## src/rtl/data_ram_arbiter_pkg.sv

```systemverilog
// Shared definitions for the data RAM arbiter: FSM encodings and burst defaults.
package data_ram_arbiter_pkg;
  typedef enum logic [1:0] {
    ARB_IDLE = 2'd0,
    ARB_CORE = 2'd1,
    ARB_HOST = 2'd2
  } arbState_t;

  localparam int DEF_MAX_BURST = 4;
  // Wide enough for counts up to the largest legal MAX_BURST (15).
  localparam int CNT_W = 4;
endpackage

```

## src/rtl/data_ram_arbiter_if.sv

```systemverilog
// Requester-side bundle: core and host request ports, grants and read return.
interface data_ram_arbiter_if #(
  parameter int ADDR_W = 8,
  parameter int DATA_W = 16
);
  logic              iCoreReq, iCoreWe, iCoreLast;
  logic [ADDR_W-1:0] iCoreAddr;
  logic [DATA_W-1:0] iCoreData;
  logic              iHostReq, iHostWe, iHostLast;
  logic [ADDR_W-1:0] iHostAddr;
  logic [DATA_W-1:0] iHostData;
  logic              oCoreGnt, oHostGnt;
  logic              oCoreRdValid, oHostRdValid;
  logic [DATA_W-1:0] oRdData;

  modport slave (
    input  iCoreReq, iCoreWe, iCoreLast, iCoreAddr, iCoreData,
    input  iHostReq, iHostWe, iHostLast, iHostAddr, iHostData,
    output oCoreGnt, oHostGnt, oCoreRdValid, oHostRdValid, oRdData
  );

  modport master (
    output iCoreReq, iCoreWe, iCoreLast, iCoreAddr, iCoreData,
    output iHostReq, iHostWe, iHostLast, iHostAddr, iHostData,
    input  oCoreGnt, oHostGnt, oCoreRdValid, oHostRdValid, oRdData
  );
endinterface

```

## src/rtl/FFD_POSEDGE_SYNCRONOUS_RESET.sv

```systemverilog
// Enabled D flip-flop bank with synchronous active-high reset.
module FFD_POSEDGE_SYNCRONOUS_RESET #(
  parameter int SIZE = 8
) (
  input  logic            Clock,
  input  logic            Reset,
  input  logic            Enable,
  input  logic [SIZE-1:0] D,
  output logic [SIZE-1:0] Q
);
  always_ff @(posedge Clock) begin
    if (Reset)       Q <= '0;
    else if (Enable) Q <= D;
  end
endmodule

```

## src/rtl/data_ram_arbiter_burst_counter.sv

```systemverilog
// Beat counter for the active grant; flags the beat that must end the burst.
module arb_burst_counter
  import data_ram_arbiter_pkg::*;
#(
  parameter int MAX_BURST = DEF_MAX_BURST
) (
  input  logic Clock,
  input  logic Reset,
  input  logic clear,
  input  logic beat,
  output logic forceRelease
);
  logic [CNT_W-1:0] count;

  always_ff @(posedge Clock) begin
    if (!Reset)     count <= '0;
    else if (clear) count <= '0;
    else if (beat)  count <= count + 1'b1;
  end

  // With MAX_BURST=1 this is true on the very first beat of every grant.
  assign forceRelease = (count == CNT_W'(MAX_BURST - 1));
endmodule

```

## src/rtl/data_ram_arbiter.sv

```systemverilog
// Fair core/host arbiter for the data RAM write port and read port 0.
module data_ram_arbiter
  import data_ram_arbiter_pkg::*;
#(
  parameter int ADDR_W    = 8,
  parameter int DATA_W    = 16,
  parameter int MAX_BURST = DEF_MAX_BURST
) (
  input  logic              Clock,
  input  logic              Reset,
  data_ram_arbiter_if.slave bus,
  output logic              oRamWriteEnable,
  output logic [ADDR_W-1:0] oRamAddress,
  output logic [DATA_W-1:0] oRamData,
  input  logic [DATA_W-1:0] iRamData
);
  arbState_t         state, nextState;
  logic              rLastHost;
  logic              ownReq, ownWe, ownLast;
  logic [ADDR_W-1:0] ownAddr;
  logic [DATA_W-1:0] ownData;
  logic              beat, rdBeat, forceRelease;
  logic [1:0]        rdVld;
  logic [DATA_W-1:0] rdData;

  // Owner mux; the non-owner is invisible, and everything is 0 in IDLE.
  always_comb begin
    ownReq  = 1'b0;
    ownWe   = 1'b0;
    ownLast = 1'b0;
    ownAddr = '0;
    ownData = '0;
    unique case (state)
      ARB_CORE: begin
        ownReq  = bus.iCoreReq;
        ownWe   = bus.iCoreWe;
        ownLast = bus.iCoreLast;
        ownAddr = bus.iCoreAddr;
        ownData = bus.iCoreData;
      end
      ARB_HOST: begin
        ownReq  = bus.iHostReq;
        ownWe   = bus.iHostWe;
        ownLast = bus.iHostLast;
        ownAddr = bus.iHostAddr;
        ownData = bus.iHostData;
      end
      default: ;
    endcase
  end

  assign beat   = ownReq;
  assign rdBeat = beat & ~ownWe;

  always_comb begin
    nextState = state;
    unique case (state)
      ARB_IDLE: begin
        if (bus.iCoreReq && bus.iHostReq) nextState = rLastHost ? ARB_CORE : ARB_HOST;
        else if (bus.iCoreReq)            nextState = ARB_CORE;
        else if (bus.iHostReq)            nextState = ARB_HOST;
      end
      ARB_CORE, ARB_HOST: begin
        if (!ownReq || ownLast || forceRelease) nextState = ARB_IDLE;
      end
      default: nextState = ARB_IDLE;
    endcase
  end

  always_ff @(posedge Clock) begin
    if (!Reset) begin
      state     <= ARB_IDLE;
      rLastHost <= 1'b1;
    end else begin
      state <= nextState;
      if (state != ARB_IDLE && nextState == ARB_IDLE) rLastHost <= (state == ARB_HOST);
    end
  end

  arb_burst_counter #(.MAX_BURST(MAX_BURST)) burstCnt (
    .Clock        (Clock),
    .Reset        (Reset),
    .clear        (state == ARB_IDLE),
    .beat         (beat),
    .forceRelease (forceRelease)
  );

  // Read return holds its data between read beats; valids pulse for one cycle.
  FFD_POSEDGE_SYNCRONOUS_RESET #(.SIZE(DATA_W)) rdDataFf (
    .Clock  (Clock),
    .Reset  (~Reset),
    .Enable (rdBeat),
    .D      (iRamData),
    .Q      (rdData)
  );

  FFD_POSEDGE_SYNCRONOUS_RESET #(.SIZE(2)) rdVldFf (
    .Clock  (Clock),
    .Reset  (~Reset),
    .Enable (1'b1),
    .D      ({rdBeat & (state == ARB_HOST), rdBeat & (state == ARB_CORE)}),
    .Q      (rdVld)
  );

  assign bus.oCoreGnt     = (state == ARB_CORE);
  assign bus.oHostGnt     = (state == ARB_HOST);
  assign bus.oCoreRdValid = rdVld[0];
  assign bus.oHostRdValid = rdVld[1];
  assign bus.oRdData      = rdData;

  assign oRamWriteEnable = beat & ownWe;
  assign oRamAddress     = ownAddr;
  assign oRamData        = ownData;
endmodule

```

## src/flat_wrapper.sv

```systemverilog
// flat-port wrapper written by rule: the top's interface ports become plain ports
module data_ram_arbiter_flat import data_ram_arbiter_pkg::*;
#(
  parameter int ADDR_W    = 8,
  parameter int DATA_W    = 16,
  parameter int MAX_BURST = DEF_MAX_BURST
)
  (Clock, Reset, oRamWriteEnable, oRamAddress, oRamData, iRamData, bus_iCoreReq, bus_iCoreWe, bus_iCoreLast, bus_iCoreAddr, bus_iCoreData, bus_iHostReq, bus_iHostWe, bus_iHostLast, bus_iHostAddr, bus_iHostData, bus_oCoreGnt, bus_oHostGnt, bus_oCoreRdValid, bus_oHostRdValid, bus_oRdData);
  data_ram_arbiter_if #(.ADDR_W(ADDR_W), .DATA_W(DATA_W)) bus_i ();
  input  logic Clock;
  input  logic Reset;
  output logic oRamWriteEnable;
  output logic [ADDR_W-1:0] oRamAddress;
  output logic [DATA_W-1:0] oRamData;
  input  logic [DATA_W-1:0] iRamData;
  input wire logic [$bits(bus_i.iCoreReq)-1:0] bus_iCoreReq;
  input wire logic [$bits(bus_i.iCoreWe)-1:0] bus_iCoreWe;
  input wire logic [$bits(bus_i.iCoreLast)-1:0] bus_iCoreLast;
  input wire logic [$bits(bus_i.iCoreAddr)-1:0] bus_iCoreAddr;
  input wire logic [$bits(bus_i.iCoreData)-1:0] bus_iCoreData;
  input wire logic [$bits(bus_i.iHostReq)-1:0] bus_iHostReq;
  input wire logic [$bits(bus_i.iHostWe)-1:0] bus_iHostWe;
  input wire logic [$bits(bus_i.iHostLast)-1:0] bus_iHostLast;
  input wire logic [$bits(bus_i.iHostAddr)-1:0] bus_iHostAddr;
  input wire logic [$bits(bus_i.iHostData)-1:0] bus_iHostData;
  output wire logic [$bits(bus_i.oCoreGnt)-1:0] bus_oCoreGnt;
  output wire logic [$bits(bus_i.oHostGnt)-1:0] bus_oHostGnt;
  output wire logic [$bits(bus_i.oCoreRdValid)-1:0] bus_oCoreRdValid;
  output wire logic [$bits(bus_i.oHostRdValid)-1:0] bus_oHostRdValid;
  output wire logic [$bits(bus_i.oRdData)-1:0] bus_oRdData;
  assign bus_i.iCoreReq = bus_iCoreReq;
  assign bus_i.iCoreWe = bus_iCoreWe;
  assign bus_i.iCoreLast = bus_iCoreLast;
  assign bus_i.iCoreAddr = bus_iCoreAddr;
  assign bus_i.iCoreData = bus_iCoreData;
  assign bus_i.iHostReq = bus_iHostReq;
  assign bus_i.iHostWe = bus_iHostWe;
  assign bus_i.iHostLast = bus_iHostLast;
  assign bus_i.iHostAddr = bus_iHostAddr;
  assign bus_i.iHostData = bus_iHostData;
  assign bus_oCoreGnt = bus_i.oCoreGnt;
  assign bus_oHostGnt = bus_i.oHostGnt;
  assign bus_oCoreRdValid = bus_i.oCoreRdValid;
  assign bus_oHostRdValid = bus_i.oHostRdValid;
  assign bus_oRdData = bus_i.oRdData;
  data_ram_arbiter #(.ADDR_W(ADDR_W), .DATA_W(DATA_W), .MAX_BURST(MAX_BURST)) u_core (.Clock(Clock), .Reset(Reset), .bus(bus_i), .oRamWriteEnable(oRamWriteEnable), .oRamAddress(oRamAddress), .oRamData(oRamData), .iRamData(iRamData));
endmodule
```

## config.mk

```make
export PLATFORM = sky130hd
export DESIGN_NAME = data_ram_arbiter_flat
export DESIGN_NICKNAME = d
export VERILOG_FILES = /design/src/rtl/data_ram_arbiter_pkg.sv /design/src/rtl/data_ram_arbiter_if.sv /design/src/rtl/FFD_POSEDGE_SYNCRONOUS_RESET.sv /design/src/rtl/data_ram_arbiter_burst_counter.sv /design/src/rtl/data_ram_arbiter.sv /design/src/flat_wrapper.sv
export SDC_FILE = /design/constraint.sdc
export NUM_CORES = 1
export LEC_CHECK = 0
export CORE_MARGIN = 2
export CORE_UTILIZATION = 34
export CTS_BUF_LIST = sky130_fd_sc_hd__clkbuf_4
export CTS_CLUSTER_SIZE = 28
export DETAILED_ROUTE_END_ITERATION = 8
export PLACE_DENSITY = 0.89
export SLEW_MARGIN = 5
export SYNTH_ARGS = -nofsm -noshare
export SYNTH_HDL_FRONTEND = slang
export SYNTH_HIERARCHICAL = 1
export SYNTH_SLANG_ARGS = --single-unit
```

## constraint.sdc

```tcl
create_clock -name Clock -period 2.3 [get_ports Clock]
set_input_delay 0.345 -clock Clock [delete_from_list [all_inputs] [get_ports Clock]]
set_output_delay 0.345 -clock Clock [all_outputs]
set_load 0.05 [all_outputs]
```

==> results of run 1 <==
## cells in the final DEF, fill, tap and decap left out
cell type | netlist | final
nand2b_1 | 1 | 1
dfxtp_1 | 25 | 23
nor2_2 | 0 | 1
nand3b_1 | 2 | 2
nor2_1 | 26 | 25
a21oi_1 | 4 | 4
a2111oi_2 | 1 | 1
o21ai_0 | 2 | 2
a2111oi_0 | 1 | 1
clkbuf_4 | 0 | 3
clkdlybuf4s50_1 | 0 | 89
a221o_1 | 1 | 1
nand2b_4 | 1 | 1
a21bo_2 | 1 | 1
or3b_1 | 1 | 1
mux2i_1 | 21 | 21
buf_4 | 2 | 2
nand2_1 | 2 | 2
buf_6 | 1 | 2
buf_12 | 1 | 28
nor3b_1 | 1 | 1
or2b_1 | 1 | 1
xnor2_1 | 1 | 1
clkinv_2 | 0 | 1
a22oi_1 | 27 | 26
inv_1 | 6 | 6
a22oi_2 | 0 | 1
ha_4 | 0 | 3
and2_1 | 1 | 1
nand4_1 | 1 | 1
ha_1 | 5 | 2
nor2b_2 | 0 | 18
nor2b_1 | 25 | 7
conb_1 | 1 | 2
dfxtp_2 | 0 | 2
nor3b_2 | 1 | 1
## cells by family (layout without fill, tap and decap cells)
group                    after synthesis  after routing
adder cells (fa/ha/maj)                5              5
XOR/XNOR                               1              1
flip-flops                            25             25
buffers and inverters                 18            131
AO/OA/AOI/OAI                         37             37
other                                  1              2
AND/OR/NAND/NOR                       63             63
multiplexers                          21             21
## per-layer routing
metal | track usage (%) | share of wire [%] | wire [um] | vias up
met3 | 2.71 | 4.0 | 208 | 10
met5 | 0 | 0 | 0 | -
met4 | 6.08 | 2.2 | 116 | 0
met2 | 38.3 | 56 | 2920 | 51
li1 | - | - | - | 824
met1 | 22.4 | 38 | 1990 | 778
## power breakdown
| part | internal (mW) | total (mW) | leakage (nW) | switching [mW] |
|---|---|---|---|---|
| Combinational | 0.392 | 0.755 | 0.886 | 0.362 |
| Sequential | 0.452 | 0.467 | 0.203 | 0.0145 |
| Clock | 0.0650 | 0.196 | 0.0177 | 0.131 |
## cell type report
class	instances	area, sq um	share of cell area (%)
timing repair buffer	121	1490	47.9
sequential	25	503	16.2
inverter	6	22.5	0.725
multi-input combinational	129	1000	32.2
clock buffer	3	22.5	0.725
tap	52	65.1	2.09
clock inverter	1	5.00	0.161
## through the flow
step           power [mW]  cell area [sq um]  hold WS [ns]  std cells
4_1_cts              1.40               3070         0.515        337
5_1_grt              1.49               3110         0.536        337
2_1_floorplan       0.868               1570         0.470        172
3_5_place_dp         1.20               3030         0.479        333
3_3_place_gp         1.19               3030         0.473        333
6_report             1.42               3110         0.516        337
## tightest hold or removal path, stage by stage (launching register included)
cell	delay [ns]
dfxtp_1	0.36
mux2i_1	0.07
nor2_1	0.07
## flip-flops by register name (all words and copies together), names as in the netlist
signal                 flops
u_core/rLastHost           1
u_core/rdVldFf/Q           2
u_core/rdDataFf/Q         16
u_core/burstCnt/count      4
u_core/state               2
## how the worst max path moves through the flow
stage,from,end
after floorplan,u_core/state[1],oRamAddress[5]
after global placement,u_core/state[1],u_core/rLastHost
after detailed placement,bus_iCoreReq,u_core/rdDataFf/Q[12]
after CTS,u_core/state[0],oRamData[3]
after global routing,u_core/state[1],oRamAddress[2]
final,u_core/state[1],oRamAddress[2]
## timing repair
action                     CTS  global route
setup endpoints to repair    3            20
gates resized for setup      2             7
buffers inserted             0             0
hold buffers                 0             0
==> flow_summary.json, run 1 <==
{
  "grt_start_max_net_pins": 21,
  "synthCells": 171,
  "die-width_um": 70.7,
  "critical_path_required_ns": 1.96,
  "grt_pass1_wl_um": 8020,
  "post_route_drc": 0,
  "critPathTopFamily": "buffers and inverters",
  "placeableCoreArea_sq_um": 4320,
  "count_of_distinct_cell_types_in_the_synthesized_netlist": 31,
  "track_usage_pct": 19.8,
  "cts_buffers": 3,
  "min_delay_worst_endpoint": "u_core/rdDataFf/Q[0]",
  "netlist_area_sq_um": 1510,
  "cpMaxStageDelayCell": "dfxtp_2",
  "hold_path.class": "reg2reg",
  "startpoint_type": "flop",
  "worst-slew-pin-transition_ns": 0.589,
  "cts.root.buffer_cell": "clkbuf_4",
  "rsz_0062_raised_after_global_routing": "false",
  "outcome": "finished clean",
  "vias_per_cell": 4.93,
  "worst_setup_path_end_kind": "output port",
  "timing_max_transition_violations_final": 0,
  "cts-htree-levels": 1,
  "cpPeakStageDelay_ns": 0.38,
  "synth_enable_flop_cells": 0,
  "ys_top_cells_by_count": "27 x a22oi_1, 26 x nor2_1, 25 x dfxtp_1, 25 x nor2b_1, 21 x mux2i_1",
  "worst_path_fanout_max": 19,
  "finalSetupViolCount": 0,
  "tritoncts_num_sinks": 25,
  "antenna_cells": 0,
  "finalWorstPathRequiredPeriod_ns": 2.19,
  "power.ir.vdd_worst_mv": 0.414,
  "clk_latency_ns": 0.32,
  "gp_congestion": 0.868,
  "via_count": 1663,
  "grt_overflow": 0,
  "drv_cap": 0,
  "r2r_slack_ns": 0.38,
  "postRouteAntennaNets": 0,
  "ys.warnings.count": 6,
  "cts_tree": "built",
  "initial_utilization_pct": 35.0,
  "worst_clock_skew_ns": 0.00657,
  "synth_area_per_cell_sq_um": 8.84,
  "p_leak_nw": 1.11,
  "final_net_count": 363,
  "worstPathCellList": "inv_1 -> ha_4 -> buf_6 -> a22oi_1 -> nor2b_1 -> buf_12",
  "synth.ff_latch_count": 25,
  "synth-seq-area-share_pct": 33.1,
  "timing.final.ws_setup_ns": 0.111,
  "worstHoldStart": "u_core/rdDataFf/Q[0]",
  "synth_xor_xnor_area_share_pct": 0.579,
  "pre_cts_ws_ns": 0.306,
  "grt_pass1_vias": 1680,
  "post-synth-top-count-cell": "a22oi_1",
  "synth_compound_area_share_pct": 18.3,
  "antenna_found_initial": 0,
  "logic_depth_of_the_worst_setup_path_including_buffers": 6,
  "synth_top_family_by_area": "simple AND/OR/NAND/NOR gates",
  "setup_tns_ns": 0,
  "placement.io_buffers": 116,
  "routed_wirelength_normalized_by_instance_count_um": 15.5,
  "drt-total-wl_um": 5230,
  "timing.critical_path.arrival_ns": 1.84,
  "yosys.area.top_type_share_pct": 33.1,
  "pwr_density_cell_nw_per_um2": 456,
  "layout.core_utilization_pct": 71.9,
  "yosys.area_share.adder_pct": 4.14,
  "number_of_cells_on_the_worst_hold_path": 2,
  "synthFlopType": "dfxtp_1",
  "period_share_pct": 95.2,
  "layout.filler_cells": 307,
  "std_cell_rows": 24,
  "ios": 117,
  "muxShareOfSynthArea_pct": 13.9,
  "drive_above_1_share_pct": 22.8,
  "max-clock-path-buffers": 2,
  "synthArstFlopShare_pct": 0,
  "detailed_placement_wirelength_estimate_um": 4130,
  "critPathBufInv": 3,
  "final_hold_vio_count": 0,
  "detail_route.iter0.violations": 74,
  "area_growth_syn_to_layout_pct": 106,
  "rr_worst_depth": 7,
  "worstSetupPathType": "reg2out",
  "floorplan.die_area_sq_um": 4990,
  "clk_transition_reported_paths_ns": 0.14,
  "post_synth_and_or_nand_nor_area_fraction_pct": 22.8,
  "first_pass_iters": 4,
  "achievable-frequency_ghz": 0.457,
  "synth.top_cells.by_area": "dfxtp_1 33%, mux2i_1 14%, a22oi_1 13%",
  "die_h_um": 70.7,
  "post-synth-top-area-cell": "dfxtp_1",
  "timing.rr.end": "u_core/rLastHost",
  "timing.max_slew.rel_slack_pct": 60.7,
  "worst_r2r_startpoint": "u_core/state[1]"
}
(Power assumes the default switching activity.)
==> inputs of run 2 (changes only) <==
CTS_CLUSTER_SIZE = 40   (was 28)
HOLD_SLACK_MARGIN = 0.12   (was default)
==> results of run 2 <==
Same layout as run 1: the final DEF is identical, and so are final timing and power.
==> inputs of run 3 (changes only) <==
TNS_END_PERCENT = 30   (was default)
==> flow_summary.json, run 3 (same netlist as run 1, synthesis figures left out) <==
{
  "worst_clock_skew_ns": 0.0166,
  "cpPeakStageDelay_ns": 0.42,
  "finalSetupViolCount": 0,
  "detailed_placement_wirelength_estimate_um": 4160,
  "grt_overflow": 0,
  "area_growth_syn_to_layout_pct": 105,
  "floorplan.die_area_sq_um": 4990,
  "worst_setup_path_end_kind": "output port",
  "first_pass_iters": 4,
  "comb_power_share_pct": 52.9,
  "layout.cells.most_common": "clkdlybuf4s50_1",
  "pwr_density_cell_nw_per_um2": 454,
  "p_clk_share_pct": 13.8,
  "placedInstanceArea_sq_um": 3010,
  "dr.max_layer_used": "met4",
  "startpoint_type": "flop",
  "power.ir.vdd_worst_mv": 0.233,
  "cts_setup_buffers": 0,
  "worst_r2r_startpoint": "u_core/state[0]",
  "final_net_count": 362,
  "critical_path_required_ns": 1.96,
  "power_report.internal_total_mw": 0.902,
  "cts_tree": "built",
  "power.total_mw": 1.41,
  "via_count": 1699,
  "grt_pass1_vias": 1729,
  "hold_path.class": "reg2reg",
  "worst_path_fanout_max": 24,
  "cpMaxStageDelayCell": "dfxtp_2",
  "antenna_found_initial": 0,
  "finalWorstPathRequiredPeriod_ns": 2.20,
  "die-width_um": 70.7,
  "ios": 117,
  "detail_route.iter0.violations": 43,
  "post-place-cells": 332,
  "cts.root.buffer_cell": "clkbuf_4",
  "cts-htree-levels": 1,
  "final-instance-count-excl-fill": 336,
  "timing_max_transition_violations_final": 0,
  "achievable-frequency_ghz": 0.454,
  "p_leak_nw": 1.10,
  "min_delay_worst_endpoint": "u_core/rdDataFf/Q[4]",
  "worstPathCellList": "inv_1 -> ha_1 -> buf_6 -> nor2b_1 -> buf_12",
  "top_register": "u_core/rdDataFf/Q",
  "r2r_slack_ns": 0.41,
  "critPathBufInv": 3,
  "p_switching_mw": 0.503,
  "track_usage_pct": 19.5,
  "vias_per_cell": 5.06,
  "worstHoldStart": "u_core/rdDataFf/Q[4]",
  "number_of_cells_on_the_worst_hold_path": 2,
  "outcome": "finished clean",
  "timing.max_slew.rel_slack_pct": 60.2,
  "seq_power_share_pct": 33.2,
  "worstSetupPathType": "reg2out",
  "design_area_sq_um": 3090,
  "period_share_pct": 95.7,
  "ctsHoldBuffers": 0,
  "post_route_drc": 0,
  "antenna_cells": 0,
  "reg_top3": "u_core/rdDataFf/Q (16), u_core/burstCnt/count (4)",
  "rsz_0062_raised_after_global_routing": "false",
  "grt_start_max_net_pins": 25,
  "drive_above_1_share_pct": 23.9,
  "drt-total-wl_um": 5010,
  "max-clock-path-buffers": 2,
  "layout.filler_cells": 326,
  "met2_length_um": 2660,
  "layout.cells.most_common_list": "89 x clkdlybuf4s50_1, 28 x buf_12, 27 x a22oi_1",
  "rr_worst_depth": 8,
  "timing.critical_path.arrival_ns": 1.86,
  "grt_pass1_wl_um": 7820,
  "drv_cap": 0,
  "critPathTopFamily": "buffers and inverters",
  "timing.rr.end": "u_core/rdDataFf/Q[7]",
  "tritoncts_num_sinks": 25,
  "route.layer.met1.wl_um": 1720,
  "die_h_um": 70.7,
  "std_cell_rows": 24,
  "clk_latency_ns": 0.32,
  "placeableCoreArea_sq_um": 4320,
  "routed_wirelength_normalized_by_instance_count_um": 14.9,
  "p_sw_share_pct": 35.8,
  "gp_congestion": 0.829,
  "largest_reg_flops": 16,
  "clk_transition_reported_paths_ns": 0.14,
  "placement.io_buffers": 116,
  "worst-slew-pin-transition_ns": 0.596,
  "final_hold_vio_count": 0,
  "cts_buffers": 3,
  "critical_path_launch_point": "u_core/state[0]",
  "postRouteAntennaNets": 0,
  "wl_met3_um": 545,
  "initial_utilization_pct": 35.0
}
run 3: changes by cell type in the layout (fill, tap and decap cells not counted), sizes merged:
cell	previous run	this run
buf	32	31
run 3: what timing repair did:
| item | 4_1_cts | 5_1_grt |
|---|---|---|
| gates resized for setup | 13 | 5 |
| pin swaps | 0 | 1 |
| endpoints found under the setup margin | 20 | 25 |
| hold endpoints to repair | 0 | 0 |
run 3: worst min-delay path, cell delays in order, from the launching register on:
cell and delay (ns):
dfxtp_1 0.34, mux2i_1 0.06, nor2_1 0.07
run 3: cell type report:
type,count,area (sq um),share of cell area [%]
Inverter,6,22.5,0.728
Timing Repair Buffer,120,1480,47.8
Multi-Input combinational cell,129,998,32.3
Clock buffer,3,22.5,0.728
Sequential cell,25,503,16.3
Clock inverter,1,5.00,0.162
Tap cell,52,65.1,2.10
run 3: metal layers:
layer | GRT usage [%] | up-vias
met5 | 0 | -
met4 | 5.87 | 0
met3 | 7.12 | 7
met2 | 36.7 | 90
met1 | 20.2 | 779
li1 | - | 823
run 3: power groups by stage:
stage	logic, mW	registers [mW]	clock network [mW]
after floorplan	0.356	0.505	0
after global placement	0.707	0.472	0
after detailed placement	0.721	0.474	0
after CTS	0.741	0.466	0.201
after global routing	0.783	0.470	0.219
final	0.744	0.467	0.194
run 3: worst max-delay path by stage:
stage	slack (ns)	depth (start not counted)	endpoint
floorplan	-0.06	6	oRamData[10]
global placement	0.36	8	u_core/rdDataFf/Q[3]
detailed placement	0.28	8	u_core/rdDataFf/Q[5]
CTS	0.00008	5	oRamAddress[4]
global route	0.0004	6	oRamData[3]
finish	0.1	5	oRamAddress[4]
run 3: metrics by stage:
stage / TNS (ns) / util (%) / worst slack [ns] / hold WS [ns]
6_report: 0 / 71.6 / 0.0992 / 0.504
2_1_floorplan: -0.404 / - / -0.0635 / 0.470
5_1_grt: 0 / 71.6 / 0.000413 / 0.538
3_5_place_dp: 0 / 69.6 / 0.277 / 0.481
3_3_place_gp: 0 / 69.6 / 0.361 / 0.472
4_1_cts: 0 / 71.3 / 0.0000775 / 0.512
